## config.mk

```make
export PLATFORM = sky130hd
export DESIGN_NAME = bram_sequencer
export DESIGN_NICKNAME = d
export VERILOG_FILES = /design/src/rtl/bram_sequencer.sv
export SDC_FILE = /design/constraint.sdc
export NUM_CORES = 1
export LEC_CHECK = 0
export BUFFER_PORTS_ARGS = -buffer_cell sky130_fd_sc_hd__clkbuf_2
export CAP_MARGIN = 20
export CELL_PAD_IN_SITES_DETAIL_PLACEMENT = 1
export CELL_PAD_IN_SITES_GLOBAL_PLACEMENT = 1
export CORE_AREA = 4 4 41 43
export DETAILED_ROUTE_END_ITERATION = 7
export DIE_AREA = 0 0 45 47
export GPL_ROUTABILITY_DRIVEN = 0
export PLACE_DENSITY_LB_ADDON = 0.1
export REMOVE_ABC_BUFFERS = 1
export SYNTH_ARGS = -nofsm -noshare
export SYNTH_HDL_FRONTEND = slang
export SYNTH_SLANG_ARGS = --single-unit
```

## constraint.sdc

```tcl
create_clock -name clk -period 1.4 [get_ports clk]
set_input_delay 0.14 -clock clk [delete_from_list [all_inputs] [get_ports clk]]
set_output_delay 0.14 -clock clk [all_outputs]
set_load 0.1 [all_outputs]
```

## src/rtl/bram_sequencer.sv

```systemverilog
// Sequences a single-port BRAM through one pass of N writes, then N reads.
// Each pass ends with a drain cycle and a one-cycle done pulse.
module bram_sequencer #(
    parameter int BRAM_DEPTH = 2
) (
    input  logic                  clk,
    input  logic                  reset,
    input  logic                  start,
    input  logic                  abort,
    input  logic                  in_valid,
    input  logic                  compute_stall,
    output logic                  in_ready,
    output logic                  bram_en,
    output logic                  write_mode,
    output logic [BRAM_DEPTH-1:0] address,
    output logic                  rd_valid,
    output logic                  rd_last,
    output logic                  busy,
    output logic                  done
);

    typedef enum logic [2:0] {
        S_IDLE  = 3'd0,
        S_LOAD  = 3'd1,
        S_READ  = 3'd2,
        S_DRAIN = 3'd3,
        S_DONE  = 3'd4
    } state_t;

    localparam logic [BRAM_DEPTH-1:0] ADDR_MAX  = {BRAM_DEPTH{1'b1}};
    localparam logic [BRAM_DEPTH-1:0] ADDR_ZERO = {BRAM_DEPTH{1'b0}};
    localparam logic [BRAM_DEPTH-1:0] ADDR_ONE  = BRAM_DEPTH'(1'b1);

    state_t                state_r;
    state_t                next_state_s;
    logic [BRAM_DEPTH-1:0] addr_r;
    logic [BRAM_DEPTH-1:0] next_addr_s;
    logic                  rd_valid_r;
    logic                  rd_last_r;
    logic                  next_rd_valid_s;
    logic                  next_rd_last_s;

    // State, address and read-valid pipeline registers.
    always_ff @(posedge clk or negedge reset) begin
        if (!reset) begin
            state_r    <= S_IDLE;
            addr_r     <= ADDR_ZERO;
            rd_valid_r <= 1'b0;
            rd_last_r  <= 1'b0;
        end else begin
            state_r    <= next_state_s;
            addr_r     <= next_addr_s;
            rd_valid_r <= next_rd_valid_s;
            rd_last_r  <= next_rd_last_s;
        end
    end

    // Next-state, address and BRAM port control decode.
    always_comb begin
        next_state_s    = state_r;
        next_addr_s     = addr_r;
        next_rd_valid_s = 1'b0;
        next_rd_last_s  = 1'b0;
        in_ready        = 1'b0;
        bram_en         = 1'b0;
        write_mode      = 1'b0;
        done            = 1'b0;
        busy            = (state_r != S_IDLE);

        case (state_r)
            S_IDLE: begin
                if (start) begin
                    next_state_s = S_LOAD;
                    next_addr_s  = ADDR_ZERO;
                end else begin
                    next_state_s = S_IDLE;
                end
            end
            S_LOAD: begin
                // A write coinciding with abort still lands; only the address is reset.
                in_ready   = 1'b1;
                bram_en    = in_valid;
                write_mode = in_valid;
                if (abort) begin
                    next_state_s = S_IDLE;
                    next_addr_s  = ADDR_ZERO;
                end else if (in_valid) begin
                    next_addr_s  = addr_r + ADDR_ONE;
                    next_state_s = (addr_r == ADDR_MAX) ? S_READ : S_LOAD;
                end else begin
                    next_state_s = S_LOAD;
                end
            end
            S_READ: begin
                if (abort) begin
                    next_state_s = S_IDLE;
                    next_addr_s  = ADDR_ZERO;
                end else if (!compute_stall) begin
                    bram_en         = 1'b1;
                    next_addr_s     = addr_r + ADDR_ONE;
                    next_rd_valid_s = 1'b1;
                    next_rd_last_s  = (addr_r == ADDR_MAX);
                    next_state_s    = (addr_r == ADDR_MAX) ? S_DRAIN : S_READ;
                end else begin
                    next_state_s = S_READ;
                end
            end
            S_DRAIN: begin
                next_addr_s  = ADDR_ZERO;
                next_state_s = abort ? S_IDLE : S_DONE;
            end
            S_DONE: begin
                done         = 1'b1;
                next_state_s = S_IDLE;
            end
            default: begin
                next_state_s = S_IDLE;
                next_addr_s  = ADDR_ZERO;
            end
        endcase
    end

    assign address  = addr_r;
    assign rd_valid = rd_valid_r;
    assign rd_last  = rd_last_r;

endmodule

```

==> flow_summary.ini, run 1 <==
[critical_path]
worstPathArrival_ns = 1.43
r2r_setup_slack_ns = -0.05
critical_path_class = reg2out
r2r_cells = 6
crit_path_end_kind = output port
critPathLaunchType = register
r2r-end = address[0]
cp_max_fo = 4
r2r-start = state_r[1]
critPathRequiredTime_ns = 1.26

[clock_tree]
clk_path_buf_depth = 2
path_clk_slew_ns = 0.05
cts-root-buf = clkbuf_4
cts_max_level = 1
insertion_delay_ns = 0.25
cts_tree = built
clock_sinks = 7
cts_buffers = 3

[die]
num_rows = 13
num_io_pins = 15
die_width_um = 45
die_h_um = 47
die_area_um2 = 2120
initial_core_util = 0.292
coreArea_um2 = 1300

[global_route]
antenna_found_initial = 0
grt_usage = 0.124
gr-total-overflow = 0
grt_pass1_wl_mm = 1.86
grt_max_degree = 8
grt_pass1_vias = 423

[yosys]
ys.flop_type = dfrtp_1
synth_area_per_cell_um2 = 10.6
yosys_warnings = 0
synth-edff-count = 0
synth_seq_cells = 7
synth-seq-area-share = 0.461
synth_cell_types = 26
synthCells = 36
syn_area_um2 = 380
async_flop_share = 1.00

[place]
io_buffers = 14
place_hpwl_um = 911
place_ws_ns = 0.0361
placed_area_um2 = 607

[worst_hold_path]
holdPathStages = 2
hold_path_end = state_r[1]
hp-class = in2reg
hold_start = abort

[timing]
relSlewSlack = 0.641
worst_slew_pin_slew_ns = 0.540
tns_ns = -0.640
grt_setup_unrepaired = yes
finalHoldViolCount = 0
worst_slack_ns = -0.167
final.period_utilization = 1.12
clock_skew_ns = 0.00433
drv_slew = 0
fmax_ghz = 0.638
layout_min_cycle_time_ns = 1.57
setup_viol = 6

[route]
vias = 387
wl_mm = 1.14
ant_nets = 0
avgRoutedWirePerCell_um = 14.1
post-route-drc-count = 0
viasPerCell = 4.78
drt-pass1-iter-count = 1
drt_iter0_drc = 0

[flow_run]
max_cap_violations = 0

[status]
status = finished, violations left
violations = setup timing

[layout]
fillers = 152
final_core_util = 0.533
area_growth_pct = 82.2
drive_above_1_share = 0.591
fin_area_um2 = 693
diodes = 0
final_cell_mix = buf_4, clkbuf_2, dfrtp_1
fin_nets = 74
mostFrequentLayoutCell = buf_4

[power_and_ir_drop]
ir_worst_vdd_v = 0.000567
leakagePower_nw = 0.363
p_per_area_nw_per_um2 = 1090
total_power_w = 0.000757
[how the worst max path moves through the flow]
stage	from	to	slack, ns
3_5_place_dp	state_r[0]	bram_en	0.04
6_report	state_r[1]	bram_en	-0.17
4_1_cts	state_r[1]	bram_en	-0.15
3_3_place_gp	state_r[0]	bram_en	0.05
2_1_floorplan	state_r[2]	done	-1.42
5_1_grt	state_r[1]	bram_en	-0.22
[sequential cells by signal, indices dropped and copies added, names as in the netlist]
name and cells:
state_r 3, address 2, rd_last 1, rd_valid 1
[final cells by class]
cell class	instances	area (um^2)	area share
inverters	1	3.75	0.00542
flip-flops and latches	7	175	0.253
well taps	15	18.8	0.0271
multi-input cells	28	229	0.330
repair buffers	26	240	0.347
clock buffers	4	26.3	0.0379
[metal layers]
metal  GRT usage  share of wire
met1       0.139           0.39
met5           0              0
met2       0.220           0.54
met4      0.0175              0
met3      0.0575          0.073
[cell usage after synthesis, types with 2 or more instances]
cell type  instances  area [um^2]
nand2_1            3         11.3
dfrtp_1            7          175
nor2b_1            2         12.5
nor3_1             2         10.0
[worst max-delay path: stages, from the launching register on]
cell and delay [ns]:
dfrtp_1 0.39, and2b_2 0.26, nand2_4 0.08, nor2_4 0.03, or2_4 0.25, buf_12 0.16
[logic make-up after synthesis]
logic type | synth area share
AOI/OAI and AO/OA | 0.174
adders and majority gates | 0.0329
buffers and inverters | 0.00986
DFF | 0.461
and+or+nand+nor | 0.322
[per-stage QoR]
stage | instances | hold WS [ns]
global placement | 73 | -0.0140
CTS | 80 | 0.0998
global route | 81 | 0.113
detailed placement | 73 | -0.0104
floorplan | 36 | -0.156
finish | 81 | 0.107
[timing repair]
| item | CTS | global route |
|---|---|---|
| resized for setup | 5 | 2 |
| setup endpoints to repair | 5 | 6 |
| pin swaps | 1 | 1 |
| buffers inserted | 2 | 1 |
| hold endpoints to repair | 7 | 0 |
| hold buffers | 1 | 0 |
[where the power goes]
group | leakage [nW] | internal (W) | switching, W
sequential | 0.0951 | 0.000212 | 0.00000968
clock | 0.0150 | 0.000109 | 0.0000745
combinational | 0.252 | 0.000132 | 0.000220
Power figures use the tool's default switching activity.
==> inputs of run 2 (changes only) <==
--- a/config.mk
+++ b/config.mk
@@ -5,14 +5,16 @@
 export SDC_FILE = /design/constraint.sdc
 export NUM_CORES = 1
 export LEC_CHECK = 0
+export ABC_AREA = 1
 export BUFFER_PORTS_ARGS = -buffer_cell sky130_fd_sc_hd__clkbuf_2
 export CAP_MARGIN = 20
 export CELL_PAD_IN_SITES_DETAIL_PLACEMENT = 1
 export CELL_PAD_IN_SITES_GLOBAL_PLACEMENT = 1
-export CORE_AREA = 4 4 41 43
+export CORE_MARGIN = 4
+export CORE_UTILIZATION = 31
 export DETAILED_ROUTE_END_ITERATION = 7
-export DIE_AREA = 0 0 45 47
 export GPL_ROUTABILITY_DRIVEN = 0
+export MAX_ROUTING_LAYER = met4
 export PLACE_DENSITY_LB_ADDON = 0.1
 export REMOVE_ABC_BUFFERS = 1
 export SYNTH_ARGS = -nofsm -noshare
==> flow_summary.ini, run 2 <==
[layout]
finalNonFillerCells = 99
diodes = 0
mostFrequentLayoutCell = buf_4
fin_area_um2 = 754
drive_above_1_share = 0.588
area_growth_pct = 85.0
regArea_um2 = 179
fillers = 126
fin_nets = 93
final_cell_mix = buf_4, nand2_1, clkbuf_2
largest-register = state_r
largest_register_ffs = 3
multi_input_area_um2 = 239
final_core_util = 0.644

[global_route]
grt_usage = 0.186
gr-total-overflow = 0
antenna_found_initial = 0
grt_max_degree = 8
grt_pass1_wl_mm = 2.55
grt_pass1_vias = 561

[power_and_ir_drop]
ir_worst_vdd_v = 0.000646
leakagePower_nw = 0.387
p_per_area_nw_per_um2 = 1140

[yosys]
ys.flop_type = dfrtp_1
yosys_warnings = 0
ys_top_cells_by_count = nand2_1, dfrtp_1, inv_1, nand3_1, nor2_1
synth_cell_types = 18
synth_seq_cells = 7
syn_area_um2 = 408
synth_area_per_cell_um2 = 7.70
async_flop_share = 1.00
synth_area_leaders = dfrtp_1, nand2_1, nand3_1
synth-seq-area-share = 0.429
synth_top_area_share = 0.429
synthCells = 53
yosysTopAreaCell = dfrtp_1
yosysMostFrequentCell = nand2_1
synth-edff-count = 0

[critical_path]
critPathRequiredTime_ns = 1.26
worstPathArrival_ns = 1.34
critical_path_class = reg2out
slowest_delay_ns = 0.45
crit_chain = inv_2 > nand4_1 > o22ai_2 > buf_12
cp_max_fo = 5
cpMaxStageDelayCell = dfrtp_2
crit_path_end_kind = output port
critPathLaunchType = register

[clock_tree]
clk_path_buf_depth = 2
cts_buffers = 3
cts-root-buf = clkbuf_4
cts_max_level = 1
insertion_delay_ns = 0.26
clock_sinks = 7
path_clk_slew_ns = 0.06
cts_tree = built

[die]
coreArea_um2 = 1170
die_area_um2 = 1960
num_io_pins = 15
initial_core_util = 0.348
die_width_um = 44.3
num_rows = 12
die_h_um = 44.3

[place]
placed_area_um2 = 586
io_buffers = 14
place_ws_ns = 0.120
dpl.cell_count = 83
place_hpwl_um = 940

[timing]
tns_ns = -0.133
worst_slack_ns = -0.0755
final.period_utilization = 1.05
layout_min_cycle_time_ns = 1.48
grt_setup_unrepaired = yes
fmax_ghz = 0.678
drv_slew = 0
relSlewSlack = 0.626
worst_slew_pin_slew_ns = 0.563
clock_skew_ns = 0.00350
setup_viol = 3
finalHoldViolCount = 0

[worst_hold_path]
hp-class = in2reg

[route]
avgRoutedWirePerCell_um = 16.9
drt_iter0_drc = 14
vias = 512
ant_nets = 0
drt-pass1-iter-count = 4
post-route-drc-count = 0
viasPerCell = 5.17
wl_mm = 1.67

[status]
status = finished, violations left
violations = setup timing

[flow_run]
max_cap_violations = 0
## run 2: worst paths after layout
check                              start  slack [ns]          to  cells after the start
setup / recovery              state_r[0]       -0.08     bram_en                      4
hold / removal             compute_stall        0.10    rd_valid                      2
setup reg to reg              state_r[2]        0.09  address[0]                      7
hold reg to reg               address[1]        0.51  address[1]                      2
max in group asynchronous          reset        0.96  state_r[1]                      2
min in group asynchronous          reset        0.25     rd_last                      2
## run 2: power breakdown
group / total [W] / switching (W) / leakage, nW / internal, W
registers: 0.000235 / 0.0000187 / 0.0905 / 0.000216
clock network: 0.000199 / 0.0000897 / 0.0150 / 0.000110
logic: 0.000427 / 0.000286 / 0.281 / 0.000141
total: 0.000861 / 0.000395 / 0.387 / 0.000466
## run 2: critical path, delay by kind of cell (launching register included)
| family | cells | cell delay (ns) |
|---|---|---|
| and+or+nand+nor | 1 | 0.15 |
| buffers and inverters | 2 | 0.30 |
| DFF | 1 | 0.45 |
| AOI/OAI and AO/OA | 1 | 0.17 |
## run 2: logic make-up after synthesis
| group | share of synthesized area |
|---|---|
| DFF | 0.429 |
| buffers and inverters | 0.0828 |
| and+or+nand+nor | 0.380 |
| AOI/OAI and AO/OA | 0.0767 |
| adders and majority gates | 0.0307 |
## run 2: per-stage QoR
stage	power, W	hold slack (ns)
after floorplan	0.000472	-0.156
after global placement	0.000591	-0.00791
after detailed placement	0.000595	-0.00963
after CTS	0.000825	0.108
after global routing	0.000900	0.112
final	0.000861	0.103
## run 2: layout make-up
type | instances | area share
clock buffer | 4 | 0.0348
inverter | 9 | 0.0481
multi-input combinational | 37 | 0.317
sequential | 7 | 0.237
tap | 14 | 0.0232
timing repair buffer | 28 | 0.340
## run 2: per-layer routing
layer	wire, um	part of all wire	global-route usage
met1	645	0.39	0.184
met2	884	0.53	0.323
met3	94	0.056	0.0569
met4	47	0.028	0.0964
met5	0	0	-
## run 2: timing repair
| action | 4_1_cts | 5_1_grt |
|---|---|---|
| buffers inserted | 7 | 4 |
| gates cloned | 0 | 0 |
| hold buffers | 1 | 0 |
| gates resized for setup | 9 | 7 |
| pin swaps | 3 | 3 |
| endpoints found under the hold margin | 7 | 0 |
| setup endpoints to repair | 4 | 5 |
